--- src/rtl/tiny16_intc_pkg.sv ---
// Shared definitions for the tiny16 interrupt controller: register offsets,
// VECTOR layout and the lowest-index priority helper.
package tiny16_intc_pkg;

    typedef enum logic [1:0] {
        INTC_PENDING = 2'd0,
        INTC_MASK    = 2'd1,
        INTC_EDGE    = 2'd2,
        INTC_VECTOR  = 2'd3
    } intc_reg_e;

    localparam int unsigned INTC_VALID_BIT = 15;

    // Returns {found, index} of the lowest-numbered set bit.
    function automatic logic [4:0] lowest_set(input logic [15:0] v);
        logic       found;
        logic [3:0] idx;
        found = 1'b0;
        idx   = '0;
        for (int unsigned i = 0; i < 16; i++) begin
            if (v[i] && !found) begin
                found = 1'b1;
                idx   = 4'(i);
            end
        end
        return {found, idx};
    endfunction

endpackage

--- src/rtl/tiny16_irq_sync.sv ---
// Per-source two-flop synchroniser plus history flop; rise flags a
// synchronised 0->1 transition for one cycle.
module tiny16_irq_sync (
    input  logic clk,
    input  logic nreset,
    input  logic req,
    output logic s2,
    output logic rise
);

    logic s1;
    logic s2_q;

    always_ff @(posedge clk or negedge nreset) begin
        if (!nreset) begin
            s1   <= 1'b0;
            s2   <= 1'b0;
            s2_q <= 1'b0;
        end else begin
            s1   <= req;
            s2   <= s1;
            s2_q <= s2;
        end
    end

    assign rise = s2 & ~s2_q;

endmodule

--- src/rtl/tiny16_intc.sv ---
// Memory-mapped interrupt controller for the tiny16 core: edge/level
// sources, mask, W1C pending and a priority VECTOR whose read acknowledges.
module tiny16_intc
    import tiny16_intc_pkg::*;
#(
    parameter int unsigned N_IRQ     = 8,
    parameter logic [15:0] BASE_ADDR = 16'hFF00
) (
    input  logic             clk,
    input  logic             nreset,
    input  logic [15:0]      address,
    input  logic [15:0]      wdata,
    input  logic             nrd,
    input  logic             nwr,
    output logic [15:0]      rdata,
    output logic             sel,
    input  logic [N_IRQ-1:0] irq,
    output logic             interrupt
);

    logic [N_IRQ-1:0] mask;
    logic [N_IRQ-1:0] edge_en;
    logic [N_IRQ-1:0] latch;
    logic [N_IRQ-1:0] s2;
    logic [N_IRQ-1:0] rise;
    logic [N_IRQ-1:0] pending;
    logic [N_IRQ-1:0] active;
    logic [N_IRQ-1:0] clr;
    logic             nrd_q;
    logic             nwr_q;
    logic             wr_ev;
    logic             ack_ev;
    logic             valid;
    logic [3:0]       idx;
    intc_reg_e        offset;
    logic             unused_wdata;

    genvar g;
    for (g = 0; g < N_IRQ; g++) begin : g_sync
        tiny16_irq_sync u_sync (
            .clk    (clk),
            .nreset (nreset),
            .req    (irq[g]),
            .s2     (s2[g]),
            .rise   (rise[g])
        );
    end

    assign sel    = (address[15:2] == BASE_ADDR[15:2]);
    assign offset = intc_reg_e'(address[1:0]);

    assign pending   = (edge_en & latch) | (~edge_en & s2);
    assign active    = pending & mask;
    assign {valid, idx} = lowest_set(16'(active));
    assign interrupt = |active;

    // Strobe falling edge detected against the registered copy: one event per access.
    assign wr_ev  = sel & ~nwr & nwr_q;
    assign ack_ev = sel & ~nrd & nrd_q & (offset == INTC_VECTOR) & valid;

    assign unused_wdata = ^wdata;

    always_comb begin
        clr = '0;
        if (wr_ev && offset == INTC_PENDING) clr = wdata[N_IRQ-1:0] & edge_en;
        if (wr_ev && offset == INTC_EDGE)    clr = ~wdata[N_IRQ-1:0];
        for (int unsigned i = 0; i < N_IRQ; i++) begin
            if (ack_ev && idx == 4'(i)) clr[i] = 1'b1;
        end
    end

    always_ff @(posedge clk or negedge nreset) begin
        if (!nreset) begin
            nrd_q   <= 1'b1;
            nwr_q   <= 1'b1;
            mask    <= '0;
            edge_en <= '0;
            latch   <= '0;
        end else begin
            nrd_q <= nrd;
            nwr_q <= nwr;
            // A same-cycle edge wins over every clear source.
            latch <= (latch & ~clr) | (rise & edge_en);
            if (wr_ev && offset == INTC_MASK) mask    <= wdata[N_IRQ-1:0];
            if (wr_ev && offset == INTC_EDGE) edge_en <= wdata[N_IRQ-1:0];
        end
    end

    always_comb begin
        rdata = '0;
        if (sel) begin
            case (offset)
                INTC_PENDING: rdata = 16'(pending);
                INTC_MASK:    rdata = 16'(mask);
                INTC_EDGE:    rdata = 16'(edge_en);
                INTC_VECTOR: begin
                    rdata[INTC_VALID_BIT] = valid;
                    rdata[3:0]            = idx;
                end
                default:      rdata = '0;
            endcase
        end
    end

endmodule

--- config.mk ---
export PLATFORM = sky130hd
export DESIGN_NAME = tiny16_intc
export DESIGN_NICKNAME = d
export VERILOG_FILES = /design/src/rtl/tiny16_intc_pkg.sv /design/src/rtl/tiny16_irq_sync.sv /design/src/rtl/tiny16_intc.sv
export SDC_FILE = /design/constraint.sdc
export NUM_CORES = 1
export LEC_CHECK = 0
export BUFFER_PORTS_ARGS = -buffer_cell sky130_fd_sc_hd__buf_4
export CORE_UTILIZATION = 48
export DETAILED_ROUTE_END_ITERATION = 12
export GPL_TIMING_DRIVEN = 0
export PLACE_DENSITY_LB_ADDON = 0.3
export SLEW_MARGIN = 5
export SYNTH_ARGS = -nofsm -noshare
export SYNTH_HDL_FRONTEND = slang
export SYNTH_SLANG_ARGS = --single-unit
--- constraint.sdc ---
create_clock -name clk -period 2.05 [get_ports clk]
set_clock_uncertainty 0.1 [all_clocks]
set_input_delay 0.41 -clock clk [delete_from_list [all_inputs] [get_ports clk]]
set_output_delay 0.41 -clock clk [all_outputs]
set_load 0.05 [all_outputs]
# == After elaboration in Yosys (flattened, before gate mapping) ==
# Index checks and enable logic that the tools add are counted.
# op_classes
n_eq_ne,11
bitwise_logic,35
n_reduce_logical,29
muxes,29
# op_table
op,n
$and A8 B8 Y8,6
$mux W4,6
$not A8 Y8,3
$logic_and A1 B1 Y1,18
$mux W1,17
$eq A4 B3 Y1 const B,4
$mux W16,1
$mux W8,2
$or A8 B8 Y8,2
$pmux W4 S4,1
$and A1 B1 Y1,14
$eq A14 B14 Y1 const B,1
$pmux W4 S3,1
$not A1 Y1,10
$eq A4 B2 Y1 const B,2
$reduce_or A8 Y1,1
$logic_not A1 Y1,7
$eq A2 B2 Y1 const B,2
$eq A4 B1 Y1 const B,1
$logic_not A4 Y1,1
$reduce_or A3 Y1,1
$eq A2 B1 Y1 const B,1
$logic_not A2 Y1,1
$pmux W1 S2,1
# word_totals
reg_bits,50
in_bits,44
out_inout_bits,18
elab_cells,133

# == Depth between registers and ports, before layout ==
# Gate-level depths: netlist of run 1.
# depth
depth_word,32
ltp_mapped,6
depth_no_buf,6

# == By module ==
# A second synthesis of run 1 with hierarchy kept.
# hier_totals
hier_cells,237
hier_area_um2,2642.5
# modules_own_cells
mod,cells_each,area_each_um2,n_inst,seq_area_each_um2
tiny16_intc,205,1931.9,1,653.1
tiny16_irq_sync,4,88.8,8,75.1

# == Least setup slack after synthesis of run 1 ==
# No wires, ideal clock.
# synth_path
path_kind,register -> output
from,reg edge_en[0]
to,out rdata[0]
t_arrival_ps,2611
required_time_ps,1540
stages_incl_launch_ff,6
path_slack_ps,-1071
path_buffers,0
cell_sequence,dfrtp_1 > mux2_2 > and2_1 > a311oi_2 > o21ai_1 > a311oi_1
# synth_between
elab_chain_cells,28
word_cells_on_any_way,35
classes_between,16 x mux; 5 x bitwise; 14 x reduce/logical
# synth_rtl
item,line,rtl
"start, declared",tiny16_intc.sv:22,logic [N_IRQ-1:0] edge_en;
"start signal, assigned",tiny16_intc.sv:85,if (wr_ev && offset == INTC_EDGE) edge_en <= wdata[N_IRQ-1:0];
$not A8 Y8,tiny16_intc.sv:52,assign pending = (edge_en & latch) | (~edge_en & s2);
$and A8 B8 Y8,tiny16_intc.sv:52,
$or A8 B8 Y8,tiny16_intc.sv:52,
$and A8 B8 Y8,tiny16_intc.sv:53,assign active = pending & mask;
$mux W1,tiny16_intc_pkg.sv:21,if (v[i] && !found) begin
$logic_not A1 Y1,tiny16_intc_pkg.sv:21,
$logic_and A1 B1 Y1,tiny16_intc_pkg.sv:21,
$mux W1,tiny16_intc_pkg.sv:21,
[12 not listed],--,
$logic_not A1 Y1,tiny16_intc_pkg.sv:21,
$logic_and A1 B1 Y1,tiny16_intc_pkg.sv:21,
$mux W1,tiny16_intc_pkg.sv:21,
$logic_not A1 Y1,tiny16_intc_pkg.sv:21,
$logic_and A1 B1 Y1,tiny16_intc_pkg.sv:21,
$mux W4,tiny16_intc_pkg.sv:21,
$pmux W4 S4 (*),tiny16_intc.sv:92,case (offset)
$mux W16 (*),tiny16_intc.sv:91,if (sel) begin
"end, declared",tiny16_intc.sv:15,"output logic [15:0] rdata,"
# Mark *: on every way between the ends. The rest lies on a longest branch, timed or not.

# == Final worst setup path of run 1 ==
# Ends and elaborated chain as after synthesis.

==> summary.md, run 1 <==
| Metric | Value |
|---|---|
| Status | finished with violations |
| Failing checks | negative setup slack |
| Die area | around 5600 um2 |
| Largest family of logic cells by synthesized area | simple AND/OR/NAND/NOR gates |
| Cts bufs inserted | 5 |
| Detailed-route vias per instance | approximately 5.6 |
| Crit. End Element | output port |
| Worst Path Required | 1.54 ns |
| Fin crit share | 128% |
| Post-synth EDFFs | 0 |
| Arrival @ worst endpoint | 2.11 ns |
| CTS root buf | clkbuf_8 |
| Synth top area cells | dfrtp_1, mux2_2, nand2_1, nor2_1, a21oi_1 |
| First-pass GRT wire length | just over 10 mm |
| Antenna Nets Post-Route | 0 |
| Sequential area share after synthesis | approximately half |
| Synth Register Bits | 50 |
| Leading area contributor after synthesis | dfrtp_1 |
| Antenna fix cells | 0 |
| Placed cell areas | 3170 um2 |
| DRT iter0 DRCs | slightly below 200 |
| Ports | 62 |
| Fin Setup TNS | -2.59 ns |
| H-tree depth | 2 |
| Setup-failing EPs final | 7 |
| Crit-path leading delay family | compound AO/OA/AOI/OAI gates |
| Synth async-reset ratio | 100% |
| Vias in the first global route | between 2000 and 2500 |
| HP Class | in -> async |
| Crit path max fanout | 3 |
| Clk Latency, worst-skew pair | about 0.30 ns |
| Worst Max-Slew Pin Slew | 0.624 ns |
| Most used cell, CP | a311oi_4 |
| Slew headroom | about three fifths |
| GRT overflow | 0 |
| Initial antenna violation count | 0 |
| RSZ-0062 raised after global routing | yes |
| Post-Synth Adder-Cell Area | 0% |
| Worst VDD drop | about 0.3 mV |
| Final Total Pwr | around 0.0018 W |
| Leak | 1.50 nW |
| Synth warn | 0 |
| Xor and xnor fraction of the mapped netlist area | 0% |
| Layout Nets | approximately 350 |
| Most frequent cells in the layout | buf_4, dfrtp_1, mux2_2 |
| GP Congestion | roughly 0.86 |
| Final min period | ~2.6 ns |
| Final instance area | roughly 3600 um2 |
| Mean Syn Cell Area | around 11 um2 |
| Total track usage | between 20% and 30% |
| WL/cell | 17.3 um |
| DP Wirelength | 4.17 mm |
| PnR worst setup slack | -0.570 ns |
| Max frequency | 382 MHz |
| WS Path Type | reg -> out |
| # DRC | 0 |
| Core Box Area | just over 5000 um2 |
| Layout cell share with drive strength beyond 1 | 51.6% |
| Die span in y | about 75 um |
| Mux contribution to synthesized area | about 14% |
| CTS tree | done |
| P per Cell Area | approximately 500 nW/um2 |
| Largest net degree at the start of global routing | slightly above 50 |
| Synth Area in Compound Gates | around 15% |
| Iteration count of the initial detailed-routing pass | 4 |
| FP Rows | 26 |
| Total number of vias | about 2100 |
| Critical-path cell list | mux2_4 -> and2_4 -> a311oi_4 -> o21ai_2 -> a311oi_4 -> buf_6 |
| Synth Area in Simple Gates | between 10% and 20% |
| Fin. max-slew vios | 0 |
| Drt total wl | roughly 6.6 mm |
| Netlist cell types | 51 |
| Largest stage delay on the critical path | between 0.4 and 0.5 ns |
| Port Buffer Count | 44 |
| Post-synth top area share | between 40 and 50% |
| Num Clock Sinks | 50 |
| CP bufs+invs | 1 |
| Maxcap violations | 0 |
| Most common cell after layout, fill and taps aside | buf_4 |
| Area Overhead vs Synth | 41.3% |
| Initial Util | roughly half |
| Cell count after synthesis | 234 |
| Cell area after synthesis | 2530 um2 |
| Clock Path Buffers | 2 |
| Die W | about 75 um |
| Main synth FF type | dfrtp_1 |
| Worst-path clk slew | approximately 0.090 ns |
| Crit start category | register |
| Hold Violations, Final | 0 |
| Slowest cell on the critical path | dfrtp_2 |
[metrics by stage]
| step | utilization [%] | setup slack, ns | cells | hold WS, ns |
|---|---|---|---|---|
| after global placement | 62.1 | -0.436 | 354 | 0.232 |
| after floorplan | - | -0.423 | 240 | 0.0144 |
| after global routing | 70.0 | -0.636 | 380 | 0.0699 |
| after detailed placement | 62.1 | -0.437 | 354 | 0.236 |
| after CTS | 68.2 | -0.555 | 376 | 0.0488 |
| final | 70.0 | -0.570 | 380 | 0.0232 |
[kinds of logic after synthesis]
family / count (synthesis)
multiplexers: 31
other: 1
AO/OA/AOI/OAI: 53
buffers and inverters: 24
flip-flops: 50
AND/OR/NAND/NOR: 75
[worst paths after layout]
path | from | endpoint | cells after the start | slack, ns
worst max-delay path | edge_en[0] | rdata[0] | 6 | -0.57
min in group clk | irq[4] | g_sync[4].u_sync.s1 | 1 | 0.11
max in group asynchronous | nreset | edge_en[1] | 1 | 1.37
worst max register to register | g_sync[2].u_sync.s2 | latch[7] | 8 | -0.18
worst min-delay path | nreset | g_sync[5].u_sync.s2_q | 1 | 0.02
worst min register to register | g_sync[5].u_sync.s1 | g_sync[5].u_sync.s2 | 0 | 0.25
[metal layers]
metal	share of wire [%]	up-vias	GRT usage, %
li1	-	990	-
met3	6.5	13	5.28
met2	49	93	41.9
met5	0	-	0
met4	1.8	0	10.7
met1	42	1034	31.1
[synth_stat cells (all sizes together), types with 2 or more instances]
cell type   n
nand4       3
o32a        5
a22oi       2
nor3b       6
nand2      24
nand3b      2
a211oi      3
dfstp       2
a21oi      11
mux2i       2
mux2       29
inv         8
nor2       20
clkbuf      6
nand2b      2
a2bb2oi     3
buf         9
or3         4
o22ai       5
nor4        2
o21a        3
a311oi      2
dfrtp      48
o2bb2ai     2
o21ai      11
and4bb      2
nor2b       3
[power by group]
part           internal, W  switching, W  total [W]  leakage (nW)
Combinational    0.0000961      0.000121   0.000217         0.873
Sequential         0.00101     0.0000132    0.00103         0.583
Clock             0.000241      0.000319   0.000561        0.0452
Total              0.00135      0.000453    0.00180          1.50
[registers in the layout, indices dropped and copies added, names as in the netlist]
register / cells
latch: 8
nrd_q: 1
nwr_q: 1
mask: 8
edge_en: 8
g_sync.u_sync.s1: 8
g_sync.u_sync.s2_q: 8
g_sync.u_sync.s2: 8
[layout make-up]
type	count	area, um2
Fill cell	362	1530
Buffer	15	109
Sequential cell	50	1260
Clock inverter	2	13.8
Inverter	9	46.3
Multi-Input combinational cell	166	1440
Tap cell	70	87.6
Timing Repair Buffer	62	541
Clock buffer	6	72.6
[what timing repair did]
action	in CTS	in global routing
gates resized for setup	32	16
endpoints found under the setup margin	13	15
endpoints found under the hold margin	0	0
hold buffers	0	0
pin swaps	11	3
buffers inserted	14	5
No activity file was read; power rests on OpenSTA's default activity.
==> inputs of run 2 (changes only) <==
--- a/config.mk
+++ b/config.mk
@@ -6,7 +6,7 @@
 export NUM_CORES = 1
 export LEC_CHECK = 0
 export BUFFER_PORTS_ARGS = -buffer_cell sky130_fd_sc_hd__buf_4
-export CORE_UTILIZATION = 48
+export CORE_UTILIZATION = 27
 export DETAILED_ROUTE_END_ITERATION = 12
 export GPL_TIMING_DRIVEN = 0
 export PLACE_DENSITY_LB_ADDON = 0.3
==> run 2 against run 1 <==
The flow still finishes with violations (negative setup slack). Global-route usage decreased by 10 points. Design area increased by 1.9%. Sequential power about the same. Fmax increased by 1.4%. Final cell count increased by 9.7%. Combinational power increased by 2%. Non-clock buffer count decreased by 1. Sequential share of layout area decreased by 0.66 points. Sequential cell count unchanged. Core utilization decreased by 29 points. Hold slack improved by 0.0017 ns. Die area increased by 75%.
==> summary.md, run 2 (synthesis gave the netlist of run 1 again) <==
| Metric | Value |
|---|---|
| Iteration count of the initial detailed-routing pass | 4 (unchanged) |
| Reg2reg start | edge_en[1] (was g_sync[2].u_sync.s2) |
| Slowest cell on the critical path | dfrtp_2 (unchanged) |
| Most frequent cells in the layout | buf_4, dfrtp_1, mux2_2 (unchanged) |
| Hold Violations, Final | 0 (unchanged) |
| Antenna Nets Post-Route | 0 (unchanged) |
| WS Path Type | reg -> out (unchanged) |
| Worst-path clk slew | 0.10 ns (was 0.09 ns) |
| Clk Latency, worst-skew pair | 0.31 ns (was 0.30 ns) |
| Largest net degree at the start of global routing | 51 (unchanged) |
| Total number of vias | 2076 (was 2130) |
| Final min period | 2.58 ns (was 2.62 ns) |
| Met3 routed WL | 236 um (was 427 um) |
| Placed insts | 392 (was 354) |
| # DRC | 0 (unchanged) |
| Max frequency | 387 MHz (was 382 MHz) |
| Initial antenna violation count | 0 (unchanged) |
| DP Wirelength | 4.47 mm (was 4.17 mm) |
| Failing checks | negative setup slack (unchanged) |
| Area of the multi-input gates | 1450 um2 (was 1440 um2) |
| CTS tree | done (unchanged) |
| Ports | 62 (unchanged) |
| Final core utilization | 41.0% (was 70.0%) |
| Die area | 9760 um2 (was 5570 um2) |
| HP Class | in -> async (unchanged) |
| CTS root buf | clkbuf_8 (unchanged) |
| Placed cell areas | 3220 um2 (was 3170 um2) |
| Final instance area | 3640 um2 (was 3570 um2) |
| Leak | 1.51 nW (was 1.50 nW) |
| Worst Path Required | 1.54 ns (about the same) |
| Filler cells | 861 (was 362) |
| Num Clock Sinks | 50 (unchanged) |
| Top sig layer | met4 (unchanged) |
| RSZ-0062 raised after global routing | yes (unchanged) |
| Die span in y | 98.8 um (was 74.6 um) |
| R2R Path End | latch[7] (unchanged) |
| Die W | 98.8 um (was 74.6 um) |
| Initial Util | 28.5% (was 49.5%) |
| Flop2flop setup slack | -0.14 ns (was -0.18 ns) |
| PnR worst setup slack | -0.533 ns (was -0.570 ns) |
| Port Buffer Count | 44 (unchanged) |
| Critical-path cell list | mux2_4 -> a22o_1 -> or3_4 -> nor3b_4 -> buf_6 (was mux2_4 -> and2_4 -> a311oi_4 -> o21ai_2 -> a311oi_4 -> buf_6) |
| First-pass GRT wire length | 11.2 mm (was 10.2 mm) |
| Sequential cell area | 1260 um2 (unchanged) |
| Clock Path Buffers | 2 (unchanged) |
| WL/cell | 16.0 um (was 17.3 um) |
| Maxcap violations | 0 (unchanged) |
| Layout Nets | 352 (was 353) |
| Total track usage | 14.7% (was 24.9%) |
| DRT iter0 DRCs | 77 (was 196) |
| Most common cell after layout, fill and taps aside | buf_4 (unchanged) |
| Vias in the first global route | 2188 (was 2153) |
| Final Total Pwr | 0.00182 W (was 0.00180 W) |
| Largest stage delay on the critical path | 0.44 ns (was 0.43 ns) |
| Worst r2r path cells | 7 (was 8) |
| Cts bufs inserted | 5 (unchanged) |
| Post-route non-filler standard cell count | 417 (was 380) |
| Worst Max-Slew Pin Slew | 0.646 ns (was 0.624 ns) |
| Crit path max fanout | 4 (was 3) |
| Area Overhead vs Synth | 44.0% (was 41.3%) |
| Arrival @ worst endpoint | 2.07 ns (was 2.11 ns) |
| H-tree depth | 2 (unchanged) |
| Slew headroom | 57.0% (was 58.4%) |
| Detailed-route vias per instance | 4.98 (was 5.61) |
| Fin. max-slew vios | 0 (unchanged) |
| Metal-1 WL | 3.07 mm (was 2.78 mm) |
| GRT overflow | 0 (unchanged) |
| Antenna fix cells | 0 (unchanged) |
| FP Rows | 34 (was 26) |
| Fin crit share | 126% (was 128%) |
| P per Cell Area | 501 nW/um2 (was 504 nW/um2) |
| Core Box Area | 8890 um2 (was 5110 um2) |
| Layout cell share with drive strength beyond 1 | 51.8% (was 51.6%) |
| Hold_ws | 0.0249 ns (was 0.0232 ns) |
| Metal2 WL | 3.27 mm (was 3.25 mm) |
| Worst VDD drop | 0.280 mV (was 0.308 mV) |
| Crit. End Element | output port (unchanged) |
| Setup-failing EPs final | 8 (was 7) |
| Drt total wl | 6.68 mm (was 6.57 mm) |
| Status | finished with violations (unchanged) |
| Crit start category | register (unchanged) |
| GP Congestion | 0.784 (was 0.856) |
[run 2: worst max path at each step]
stage          startpoint   endpoint  slack [ns]  cells after the start
2_1_floorplan  edge_en[0]   rdata[0]       -0.42                      5
3_3_place_gp   edge_en[0]   rdata[0]       -0.45                      6
3_5_place_dp   address[1]   rdata[2]       -0.45                      6
4_1_cts        edge_en[0]   rdata[0]       -0.51                      6
5_1_grt        edge_en[2]  rdata[15]       -0.59                      6
6_report       edge_en[7]  rdata[15]       -0.53                      5
[run 2: worst max-delay path: cells and delay by family (launching register included)]
kind	cells	cell delay (ns)
muxes	1	0.33
AOI/OAI and AO/OA	1	0.26
buffers and inverters	1	0.16
DFF	1	0.44
and+or+nand+nor	2	0.57
[run 2: layout make-up]
type / count / area share (%)
Buffer: 14 / 3.16
Clock buffer: 6 / 1.99
Clock inverter: 2 / 0.378
Inverter: 9 / 1.27
Multi-Input combinational cell: 166 / 39.9
Sequential cell: 50 / 34.7
Tap cell: 108 / 3.71
Timing Repair Buffer: 62 / 14.9
[run 2: what timing repair did]
action	in CTS	in global routing
pin swaps	8	1
hold buffers	0	0
endpoints found under the setup margin	21	18
gates resized for setup	36	14
buffers inserted	15	3
gates cloned	0	0
[run 2: metal layers]
metal / vias up / global-route usage (%)
li1: 980 / -
met1: 1041 / 19.4
met2: 44 / 24.9
met3: 11 / 2.77
met4: 0 / 3.67
met5: - / 0
[run 2: metrics by stage]
step	TNS [ns]	setup WS, ns
floorplan	-0.712	-0.423
global placement	-8.98	-0.446
detailed placement	-9.30	-0.451
CTS	-2.71	-0.513
global route	-3.31	-0.588
finish	-2.54	-0.533
[run 2: report_power, final]
group | internal [W] | total (W) | switching, W | leakage, nW
sequential | 0.00101 | 0.00103 | 0.0000140 | 0.583
combinational | 0.0000999 | 0.000222 | 0.000122 | 0.878
clock | 0.000242 | 0.000576 | 0.000334 | 0.0452
